### src/rtl/matrix_mult_pkg.sv
// Shared types for the systolic matrix multiplier front ends.
// Holds the external-mode FSM encoding and the result-FIFO entry layout.
package matrix_mult_pkg;

    localparam int unsigned MM_WIDTH = 8;
    localparam int unsigned MM_ROW   = 4;
    localparam int unsigned MM_COL   = 4;

    typedef enum logic [1:0] {
        MM_IDLE,
        MM_LOAD_W,
        MM_STREAM,
        MM_DRAIN
    } mm_ext_state_e;

    typedef struct packed {
        logic                               last;
        logic [MM_COL-1:0][MM_WIDTH-1:0]    data;
    } mm_result_t;

    localparam int unsigned MM_RESULT_W = $bits(mm_result_t);

endpackage

### src/rtl/mm_result_fifo.sv
// Synchronous result FIFO with occupancy count; registered output, no fall-through.
// Head data reads as zero while empty so downstream never sees stale entries.
module mm_result_fifo #(
    parameter int unsigned DEPTH   = 8,
    parameter int unsigned ENTRY_W = 33
) (
    input  logic                         clk_i,
    input  logic                         rst_i,
    input  logic                         clr_i,
    input  logic                         push_i,
    input  logic [ENTRY_W-1:0]           data_i,
    input  logic                         pop_i,
    output logic [ENTRY_W-1:0]           data_o,
    output logic                         valid_o,
    output logic [$clog2(DEPTH+1)-1:0]   count_o
);

    localparam int unsigned AddrW = $clog2(DEPTH);
    localparam int unsigned CntW  = $clog2(DEPTH + 1);

    logic [ENTRY_W-1:0] mem_q [DEPTH];
    logic [AddrW-1:0]   wr_ptr_q;
    logic [AddrW-1:0]   rd_ptr_q;
    logic [CntW-1:0]    count_q;

    logic empty;
    logic full;
    logic do_push;
    logic do_pop;

    always_comb begin
        empty   = (count_q == '0);
        full    = (count_q == CntW'(DEPTH));
        do_pop  = pop_i & ~empty;
        // A pop in the same cycle frees the slot the push lands in.
        do_push = push_i & (~full | do_pop);
        valid_o = ~empty;
        count_o = count_q;
        data_o  = empty ? '0 : mem_q[rd_ptr_q];
    end

    always_ff @(posedge clk_i) begin
        if (do_push) begin
            mem_q[wr_ptr_q] <= data_i;
        end
    end

    always_ff @(posedge clk_i) begin
        if (rst_i || clr_i) begin
            wr_ptr_q <= '0;
            rd_ptr_q <= '0;
            count_q  <= '0;
        end else begin
            if (do_push) begin
                wr_ptr_q <= wr_ptr_q + 1'b1;
            end
            if (do_pop) begin
                rd_ptr_q <= rd_ptr_q + 1'b1;
            end
            case ({do_push, do_pop})
                2'b10:   count_q <= count_q + 1'b1;
                2'b01:   count_q <= count_q - 1'b1;
                default: count_q <= count_q;
            endcase
        end
    end

endmodule

### src/rtl/matrix_mult_ext_stream.sv
// External-mode stream front end for the systolic array: weight load, vector issue,
// latency-matched result capture and credit-based backpressure into a result FIFO.
module matrix_mult_ext_stream
    import matrix_mult_pkg::*;
#(
    parameter int unsigned WIDTH       = MM_WIDTH,
    parameter int unsigned ROW         = MM_ROW,
    parameter int unsigned COL         = MM_COL,
    parameter int unsigned ARRAY_LAT   = ROW + COL,
    parameter int unsigned OFIFO_DEPTH = 8
) (
    input  logic                   clk_i,
    input  logic                   rst_i,
    input  logic                   en_i,
    input  logic                   w_valid_i,
    output logic                   w_ready_o,
    input  logic [COL*WIDTH-1:0]   w_data_i,
    input  logic                   x_valid_i,
    output logic                   x_ready_o,
    input  logic [ROW*WIDTH-1:0]   x_data_i,
    input  logic                   x_last_i,
    output logic [COL*WIDTH-1:0]   sa_north_o,
    output logic [ROW*WIDTH-1:0]   sa_west_o,
    output logic [ROW*COL-1:0]     sa_load_o,
    output logic [ROW*COL-1:0]     sa_sum_out_o,
    input  logic [COL*WIDTH-1:0]   sa_south_i,
    output logic                   y_valid_o,
    input  logic                   y_ready_i,
    output logic [COL*WIDTH-1:0]   y_data_o,
    output logic                   y_last_o,
    output logic                   busy_o
);

    localparam int unsigned EntryW  = COL * WIDTH + 1;
    localparam int unsigned CntW    = $clog2(OFIFO_DEPTH + 1);
    localparam int unsigned CreditW = $clog2(OFIFO_DEPTH + 1) + 1;
    localparam int unsigned WCntW   = (ROW > 1) ? $clog2(ROW) : 1;

    mm_ext_state_e state_q, state_d;
    logic [WCntW-1:0]     w_cnt_q, w_cnt_d;
    logic [ARRAY_LAT-1:0] infl_valid_q;
    logic [ARRAY_LAT-1:0] infl_last_q;

    logic               w_fire;
    logic               x_fire;
    logic               y_fire;
    logic [CreditW-1:0] infl_cnt;
    logic [CreditW-1:0] credit;

    logic               fifo_push;
    logic [EntryW-1:0]  fifo_wdata;
    logic [EntryW-1:0]  fifo_rdata;
    logic               fifo_valid;
    logic [CntW-1:0]    fifo_count;

    always_comb begin
        infl_cnt = '0;
        for (int i = 0; i < ARRAY_LAT; i++) begin
            infl_cnt = infl_cnt + CreditW'(infl_valid_q[i]);
        end
    end

    always_comb begin
        y_valid_o = en_i & fifo_valid;
        y_fire    = y_valid_o & y_ready_i;
        // Every issued vector owns a FIFO slot from issue until it is popped.
        credit    = CreditW'(OFIFO_DEPTH) - CreditW'(fifo_count) - infl_cnt
                    + CreditW'(y_fire);

        w_ready_o = en_i && (state_q == MM_LOAD_W);
        x_ready_o = en_i && (state_q == MM_STREAM) && !credit[CreditW-1] && (credit != '0);
        w_fire    = w_valid_i & w_ready_o;
        x_fire    = x_valid_i & x_ready_o;

        sa_north_o   = w_fire ? w_data_i : '0;
        sa_load_o    = {(ROW*COL){w_fire}};
        sa_west_o    = x_fire ? x_data_i : '0;
        sa_sum_out_o = {(ROW*COL){x_fire}};

        fifo_push  = infl_valid_q[ARRAY_LAT-1];
        fifo_wdata = {infl_last_q[ARRAY_LAT-1], sa_south_i};

        y_data_o = en_i ? fifo_rdata[COL*WIDTH-1:0] : '0;
        y_last_o = en_i & fifo_rdata[EntryW-1];
        busy_o   = en_i && ((state_q != MM_IDLE) || fifo_valid);
    end

    always_comb begin
        state_d = state_q;
        w_cnt_d = w_cnt_q;
        case (state_q)
            MM_IDLE: begin
                w_cnt_d = '0;
                if (w_valid_i) begin
                    state_d = MM_LOAD_W;
                end
            end
            MM_LOAD_W: begin
                if (w_fire) begin
                    if (w_cnt_q == WCntW'(ROW - 1)) begin
                        state_d = MM_STREAM;
                        w_cnt_d = '0;
                    end else begin
                        w_cnt_d = w_cnt_q + 1'b1;
                    end
                end
            end
            MM_STREAM: begin
                if (x_fire && x_last_i) begin
                    state_d = MM_DRAIN;
                end
            end
            MM_DRAIN: begin
                if (infl_valid_q == '0) begin
                    state_d = MM_IDLE;
                end
            end
            default: state_d = MM_IDLE;
        endcase
    end

    always_ff @(posedge clk_i) begin
        if (rst_i || !en_i) begin
            state_q      <= MM_IDLE;
            w_cnt_q      <= '0;
            infl_valid_q <= '0;
            infl_last_q  <= '0;
        end else begin
            state_q      <= state_d;
            w_cnt_q      <= w_cnt_d;
            infl_valid_q <= {infl_valid_q[ARRAY_LAT-2:0], x_fire};
            infl_last_q  <= {infl_last_q[ARRAY_LAT-2:0], x_fire & x_last_i};
        end
    end

    mm_result_fifo #(
        .DEPTH   (OFIFO_DEPTH),
        .ENTRY_W (EntryW)
    ) u_fifo (
        .clk_i   (clk_i),
        .rst_i   (rst_i),
        .clr_i   (~en_i),
        .push_i  (fifo_push),
        .data_i  (fifo_wdata),
        .pop_i   (y_fire),
        .data_o  (fifo_rdata),
        .valid_o (fifo_valid),
        .count_o (fifo_count)
    );

endmodule
### config.mk
export PLATFORM = sky130hd
export DESIGN_NAME = matrix_mult_ext_stream
export DESIGN_NICKNAME = d
export VERILOG_FILES = /design/src/rtl/matrix_mult_pkg.sv /design/src/rtl/mm_result_fifo.sv /design/src/rtl/matrix_mult_ext_stream.sv
export SDC_FILE = /design/constraint.sdc
export NUM_CORES = 1
export LEC_CHECK = 0
export CAP_MARGIN = 30
export CORE_MARGIN = 1
export CORE_UTILIZATION = 58
export CTS_BUF_LIST = sky130_fd_sc_hd__clkbuf_4
export DETAILED_ROUTE_END_ITERATION = 8
export GPL_ROUTABILITY_DRIVEN = 1
export HOLD_SLACK_MARGIN = 0.08
export PLACE_DENSITY = 0.88
export SYNTH_ARGS = -nofsm -noshare
export SYNTH_HDL_FRONTEND = slang
export SYNTH_SLANG_ARGS = --single-unit
export TNS_END_PERCENT = 50
### constraint.sdc
create_clock -name clk_i -period 7.6 [get_ports clk_i]
set_input_delay 1.52 -clock clk_i [delete_from_list [all_inputs] [get_ports clk_i]]
set_output_delay 1.52 -clock clk_i [all_outputs]
set_load 0.05 [all_outputs]
After elaboration in Yosys (flattened, before gate mapping)
Memories as Yosys holds them, arrays and structs flattened. A register that Yosys moved wholly into a read port is not among the register bits.
Index checks and enable logic that the tools add are counted.
{ "classes": {"n_addsub": 15, "n_eq_ne": 12, "mux": 18, "n_bitwise": 12, "reduce_logical": 20} }
{ "op_table": {"columns": ["operator", "count"], "rows": [
  ["$mux W32", 3],
  ["$mux W33", 1],
  ["$add A5 B1 Y5", 4],
  ["$mux W2", 7],
  ["$and A1 B1 Y1", 8],
  ["$eq A2 B2 Y1 const B", 4],
  ["$logic_not A8 Y1", 1],
  ["$pmux W2 S4", 1],
  ["$pmux W4 S2", 1],
  ["$add A3 B1 Y3 const B", 2],
  ["$logic_and A1 B1 Y1", 6],
  ["$mux W3", 2],
  ["$ne A2 B2 Y1 const B", 3],
  ["$reduce_bool A2 Y1", 3],
  ["$add A4 B1 Y5", 1],
  ["$reduce_and A5 Y1", 1],
  ["$reduce_bool A5 Y1", 1],
  ["$sub A4 B4 Y5 const A", 1],
  ["$sub A5 B5 Y5", 1],
  ["$add A3 B1 Y4", 1],
  ["$add A4 B1 Y4 const B", 1],
  ["$eq A2 B1 Y1 const B", 2],
  ["$eq A4 B4 Y1 const B", 1],
  ["$logic_not A4 Y1", 1],
  ["13 further kinds", 20]
]} }
{ "totals": {"ff_bits": 30, "ramBits": 264, "input_bits": 103, "word_cells": 85, "mem_count": 1} }
{ "memory_table": {"columns": ["memory", "words", "word_bits", "rd", "rd_clocked_by_memory_dff", "wr", "line", "source"], "rows": [
  ["u_fifo.mem_q", 8, 33, 1, 1, 1, "mm_result_fifo.sv:21", "logic [ENTRY_W-1:0] mem_q [DEPTH];"]
]} }

Depth between registers and ports, before layout
{ "logic_depth": {"ltp_word": 16, "ltp_mapped": 16, "ltp_nobuf": 14} }

Modules after synthesis
Synthesis repeated with hierarchy kept, for this count alone.
{ "hier_totals": {"hier_cells": 756, "area_unflattened_um2": 12743.5} }
{ "modules_own_cells": {"columns": ["module", "instances", "cells_per_inst", "area_per_inst_um2"], "rows": [
  ["mm_result_fifo", 1, 501, 10745.3],
  ["matrix_mult_ext_stream", 1, 255, 1998.2]
]} }

Worst setup path after synthesis
OpenSTA, ideal clock, no wires.
{ "synth_path": {"path_kind": "register to output", "start": "register u_fifo.count_q[0], in the netlist u_fifo.count_o[0]", "end": "output port sa_west_o[23]", "t_arrival_ps": 4392, "required_time_ps": 6080, "path_slack_ps": 1688, "path_stages_with_launch": 17, "cell_sequence": "dfxtp_1 > inv_1 > fa_1 > inv_1 > fa_1 > fa_1 > fa_1 > inv_1 > ha_1 > ha_1 > a31oi_1 > xor2_1 > a211oi_1 > and3_1 > buf_2 > buf_2 > and2_1"} }
{ "synth_between": {"elab_chain_len": 10, "word_cells_on_any_way": 13, "cone_classes": "3 x add/sub; 1 x mux; 4 x bitwise; 5 x reduce/logical"} }
{ "synth_lines": {"columns": ["item", "line", "source"], "rows": [
  ["start, declared", "mm_result_fifo.sv:24", "logic [CntW-1:0] count_q;"],
  ["start signal, assigned", "mm_result_fifo.sv:61", "2'b10: count_q <= count_q + 1'b1;"],
  ["start signal, assigned", "mm_result_fifo.sv:62", "2'b01: count_q <= count_q - 1'b1;"],
  ["start signal, assigned", "mm_result_fifo.sv:63", "default: count_q <= count_q;"],
  ["parallel branches: the longest is 4 deep, another holds $sub A4 B4 Y5", null, null],
  ["$add A5 B1 Y5 (*)", "matrix_mult_ext_stream.sv:68", "+ CreditW'(y_fire);"],
  ["parallel branches: the longest is 2 deep, another holds $reduce_bool A5 Y1", null, null],
  ["$logic_and A1 B1 Y1 (*)", "matrix_mult_ext_stream.sv:71", "x_ready_o = en_i && (state_q == MM_STREAM) && !credit[CreditW-1] && (credit != '0);"],
  ["$and A1 B1 Y1 (*)", "matrix_mult_ext_stream.sv:73", "x_fire = x_valid_i & x_ready_o;"],
  ["net x_fire", "matrix_mult_ext_stream.sv:45", "logic x_fire;"],
  ["$mux W32 (*)", "matrix_mult_ext_stream.sv:77", "sa_west_o = x_fire ? x_data_i : '0;"],
  ["end, declared", "matrix_mult_ext_stream.sv:23", "output logic [ROW*WIDTH-1:0] sa_west_o,"]
]} }
Mark *: on every way through the listed nets, which the timed path passes.

Worst setup path in the final report
{ "layout_path": {"start": "register u_fifo.count_q[0], in the netlist u_fifo.count_o[0]", "end": "output port sa_sum_out_o[8]"} }
{ "layout_between": {"elab_chain_len": 9, "word_cells_on_any_way": 12, "cone_classes": "3 x add/sub; 4 x bitwise; 5 x reduce/logical"} }
{ "layout_lines": {"columns": ["item", "line", "source"], "rows": [
  ["parallel branches: the longest is 4 deep, another holds $sub A4 B4 Y5", null, null],
  ["$add A5 B1 Y5 (*)", "matrix_mult_ext_stream.sv:68", null],
  ["parallel branches: the longest is 2 deep, another holds $reduce_bool A5 Y1", null, null],
  ["$logic_and A1 B1 Y1 (*)", "matrix_mult_ext_stream.sv:71", null],
  ["$and A1 B1 Y1 (*)", "matrix_mult_ext_stream.sv:73", null],
  ["end, declared", "matrix_mult_ext_stream.sv:25", "output logic [ROW*COL-1:0] sa_sum_out_o,"]
]} }
Every way passes the cells marked *.

==> metrics.md <==
| Metric | Value |
|---|---|
| Outcome | `finished, final reports clean` |
| DP HPWL | `between 15,000 and 20,000 um` |
| Rel. slew slack | `around 38%` |
| Post-CTS Setup Bufs | `0` |
| Fill cells | `between 1,000 and 1,500` |
| Clock transition at the registers of the reported paths | `~0.07 ns` |
| Ys Warns | `0` |
| 1st-iter DRT viols | `slightly above 500` |
| Num rows | `53` |
| Worst Path Max Fanout | `50` |
| Root buffer cell | `clkbuf_4` |
| Vias in the first global route | `between 7,000 and 8,000` |
| Synth area leaders | `edfxtp_1 64%, mux4_2 12%, dfxtp_1 5.3%, and2_1 3.8%, mux2i_1 2.8%` |
| Worst-skew pair later-pin latency | `between 0.6 and 0.7 ns` |
| Worst Tran Pin Value | `between 0.9 and 1 ns` |
| # nets final | `~1,100` |
| H-Tree Depth | `3` |
| Synth Instances | `~710` |
| Worst path most repeated cell | `fa_1` |
| Crit path max-delay family | `adder cells` |
| Total die area | `approximately 0.022 mm2` |
| Endpoints failing hold | `0` |
| Final setup viols | `0` |
| Net switching power | `0.650 mW` |
| WL per Instance | `22.4 um` |
| Syn avg cell area | `between 15 and 20 um2` |
| Combinational group share of total power | `roughly 3.9%` |
| Total Power | `around 3.2 mW` |
| Antenna-violating nets left | `0` |
| Critical path's slowest cell | `clkdlybuf4s50_1` |
| Chip Height | `~150 um` |
| Clock share of power | `about 41%` |
| Seq/Total Area, Yosys | `69.5%` |
| Grt total ovfl | `0` |
| Die width | `~150 um` |
| Clk buf depth | `3` |
| Clock sink count | `approximately 300` |
| Most common cell in the netlist | `edfxtp_1` |
| P_int | `about 2.6 mW` |
| Vias/cell | `5.54` |
| Max VDD drop | `around 0.10 mV` |
| Leakage | `~5.8 nW` |
| Synthesized flop and latch total | `slightly below 300` |
| Final period util | `94.4%` |
| CP cell instances | `inv_1 > fa_1 > inv_1 > fa_1 > fa_1 > fa_1 > inv_1 > ha_1 > ha_1 > a31oi_1 > xor2_1 > a211oi_1 > and3_1 > buf_4 > clkdlybuf4s50_1` |
| Min-Delay Path Class | `reg -> reg` |
| Post-CTS Hold Buffers | `0` |
| Final WS setup | `between 0.4 and 0.5 ns` |
| Core area | `roughly 0.021 mm2` |
| Total Routing Usage GR | `27.5%` |
| Fin Setup TNS | `0 ns` |
| Layout cells sized above 1 | `about a fifth` |
| CTS tree | `yes` |
| Final setup skew | `between 0.04 and 0.05 ns` |
| Max-slew violation count | `0` |
| Detailed Route WL | `between 20,000 and 30,000 um` |
| Synthesized area | `about 0.012 mm2` |
| Fmax | `between 100 and 150 MHz` |
| Routed via count | `slightly above 7,000` |
| Starting Density | `about three fifths` |
| Remaining DRCs | `0` |
| Largest net degree at the start of global routing | `51` |
| Critical path startpoint category | `flop` |
| Cell type with the largest total area after synthesis | `edfxtp_1` |
| First-pass GRT wire length | `roughly 43,000 um` |
| Post-layout util | `75.8%` |
| Final Critical Period | `7.17 ns` |
| WHS | `0.428 ns` |
| Total CTS buffers | `71` |
| CP Buf/Inv Count | `5` |
| Ys flop type | `edfxtp_1` |
| Post-synth EDFFs | `about 260` |
| Synth top area share | `between 60% and 70%` |
| Initial antenna violation count | `1` |
| Arrival time at the worst endpoint | `5.65 ns` |
| Pre-CTS WS | `0.994 ns` |
| Pwr Density | `approximately 200 mW/mm2` |
| Max-cap violations | `0` |
| Switching Share | `between 20 and 25%` |
| Synth unique cells | `36` |
| Reg power frac | `a little under three fifths` |
| CP peak stage delay | `0.89 ns` |
| I/O Buffers | `around 240` |
| Syn_nets | `839` |
| RSZ-0062 raised after global routing | `false` |
| GPL Wtd Cong | `roughly 0.86` |
| Area Overhead vs Synth | `28.4%` |
| Crit path capture type | `output port` |
| Synth top cells by count | `264 x edfxtp_1, 76 x and2_1, 66 x mux4_2, 54 x nor2_1, 35 x mux2i_1` |
| Post-synth ARST share | `0%` |
| DR pass1 iterations | `4` |
| # IOs | `between 200 and 250` |
| Worst setup path class | `reg -> out` |
| Critical Path RT | `approximately 6.1 ns` |
## per-layer routing
layer | vias up | global-route usage [%] | part of all wire, %
li1 | 3211 | - | -
met1 | 3558 | 31.1 | 35
met2 | 355 | 50.0 | 55
met3 | 39 | 6.33 | 7.3
met4 | 0 | 11.0 | 2.5
met5 | - | 0 | 0
## layout by cell type (no fill, tap or decap), types with 5 or more instances in the layout
master	Yosys	final
edfxtp_1	264	264
clkdlybuf4s50_1	0	203
clkbuf_4	0	103
and2_1	76	76
mux4_2	66	66
nor2_1	54	51
mux2i_1	35	35
dlymetal6s2s_1	0	32
dfxtp_1	33	30
inv_1	27	27
ha_1	20	20
buf_4	33	17
nand2_1	10	10
clkinv_1	0	9
a21oi_1	8	8
fa_1	7	7
nand3_1	5	5
## power by group through the flow
stage | Sequential [mW] | Clock, mW | Combinational [mW]
after floorplan | 1.81 | 0 | 0.0378
after global placement | 1.81 | 0 | 0.123
after detailed placement | 1.81 | 0 | 0.124
after CTS | 1.77 | 1.34 | 0.125
after global routing | 1.77 | 1.42 | 0.130
final | 1.77 | 1.31 | 0.124
## worst register-to-register path, cell delays in order, from the launching register on
cell and delay (ns):
dfxtp_1 0.44, inv_1 0.14, fa_1 0.43, inv_1 0.07
fa_1 0.43, fa_1 0.40, fa_1 0.51, inv_1 0.04
ha_1 0.19, ha_1 0.30, a31oi_1 0.21, xor2_1 0.09
a211oi_1 0.30, and3_1 0.21, buf_4 0.33, and3_1 0.21
## path summary, 6_finish.rpt
kind / startpoint / endpoint / slack, ns / depth (start not counted)
worst min register to register: infl_last_q[1] / infl_last_q[2] / 0.43 / 1
worst min-delay path: infl_last_q[1] / infl_last_q[2] / 0.43 / 1
worst max-delay path: u_fifo.count_o[0] / sa_sum_out_o[8] / 0.43 / 15
worst max register to register: u_fifo.count_o[0] / infl_last_q[0] / 3.24 / 15
## kinds of logic after synthesis
family | Yosys count | synth area share [%]
flip-flops | 297 | 69.5
adder cells (fa/ha/maj) | 27 | 3.16
XOR/XNOR | 8 | 0.567
AND/OR/NAND/NOR | 164 | 6.96
AO/OA/AOI/OAI | 21 | 1.16
multiplexers | 101 | 14.9
buffers and inverters | 91 | 3.85
## timing repair
item                                    CTS  global route
endpoints found under the hold margin     0             0
gates resized for setup                   0            32
endpoints found under the setup margin    0            32
## stage by stage
| step | instances | instance area [um2] |
|---|---|---|
| 2_1_floorplan | 709 | 12400 |
| 3_3_place_gp | 1172 | 14900 |
| 3_5_place_dp | 1172 | 14900 |
| 4_1_cts | 1292 | 15800 |
| 5_1_grt | 1293 | 15900 |
| 6_report | 1293 | 15900 |
## registers in the layout, summed over array words and instances, names as in the netlist, named ones only
name / count
infl_valid_q: 8
u_fifo.mem_q: 264
u_fifo.count_o: 4
u_fifo.wr_ptr_q: 3
state_q: 2
u_fifo.rd_ptr_q: 3
w_cnt_q: 2
infl_last_q: 8
## final cells by class
type,instances,area [um2],share of cell area [%]
diodes,1,2.50,0.0158
clock buffers,103,773,4.87
clock inverters,17,151,0.954
inverters,27,101,0.638
multi-input cells,321,3350,21.1
flip-flops and latches,297,8590,54.1
well taps,275,344,2.17
repair buffers,252,2560,16.1
No activity file was read; power rests on OpenSTA's default activity.
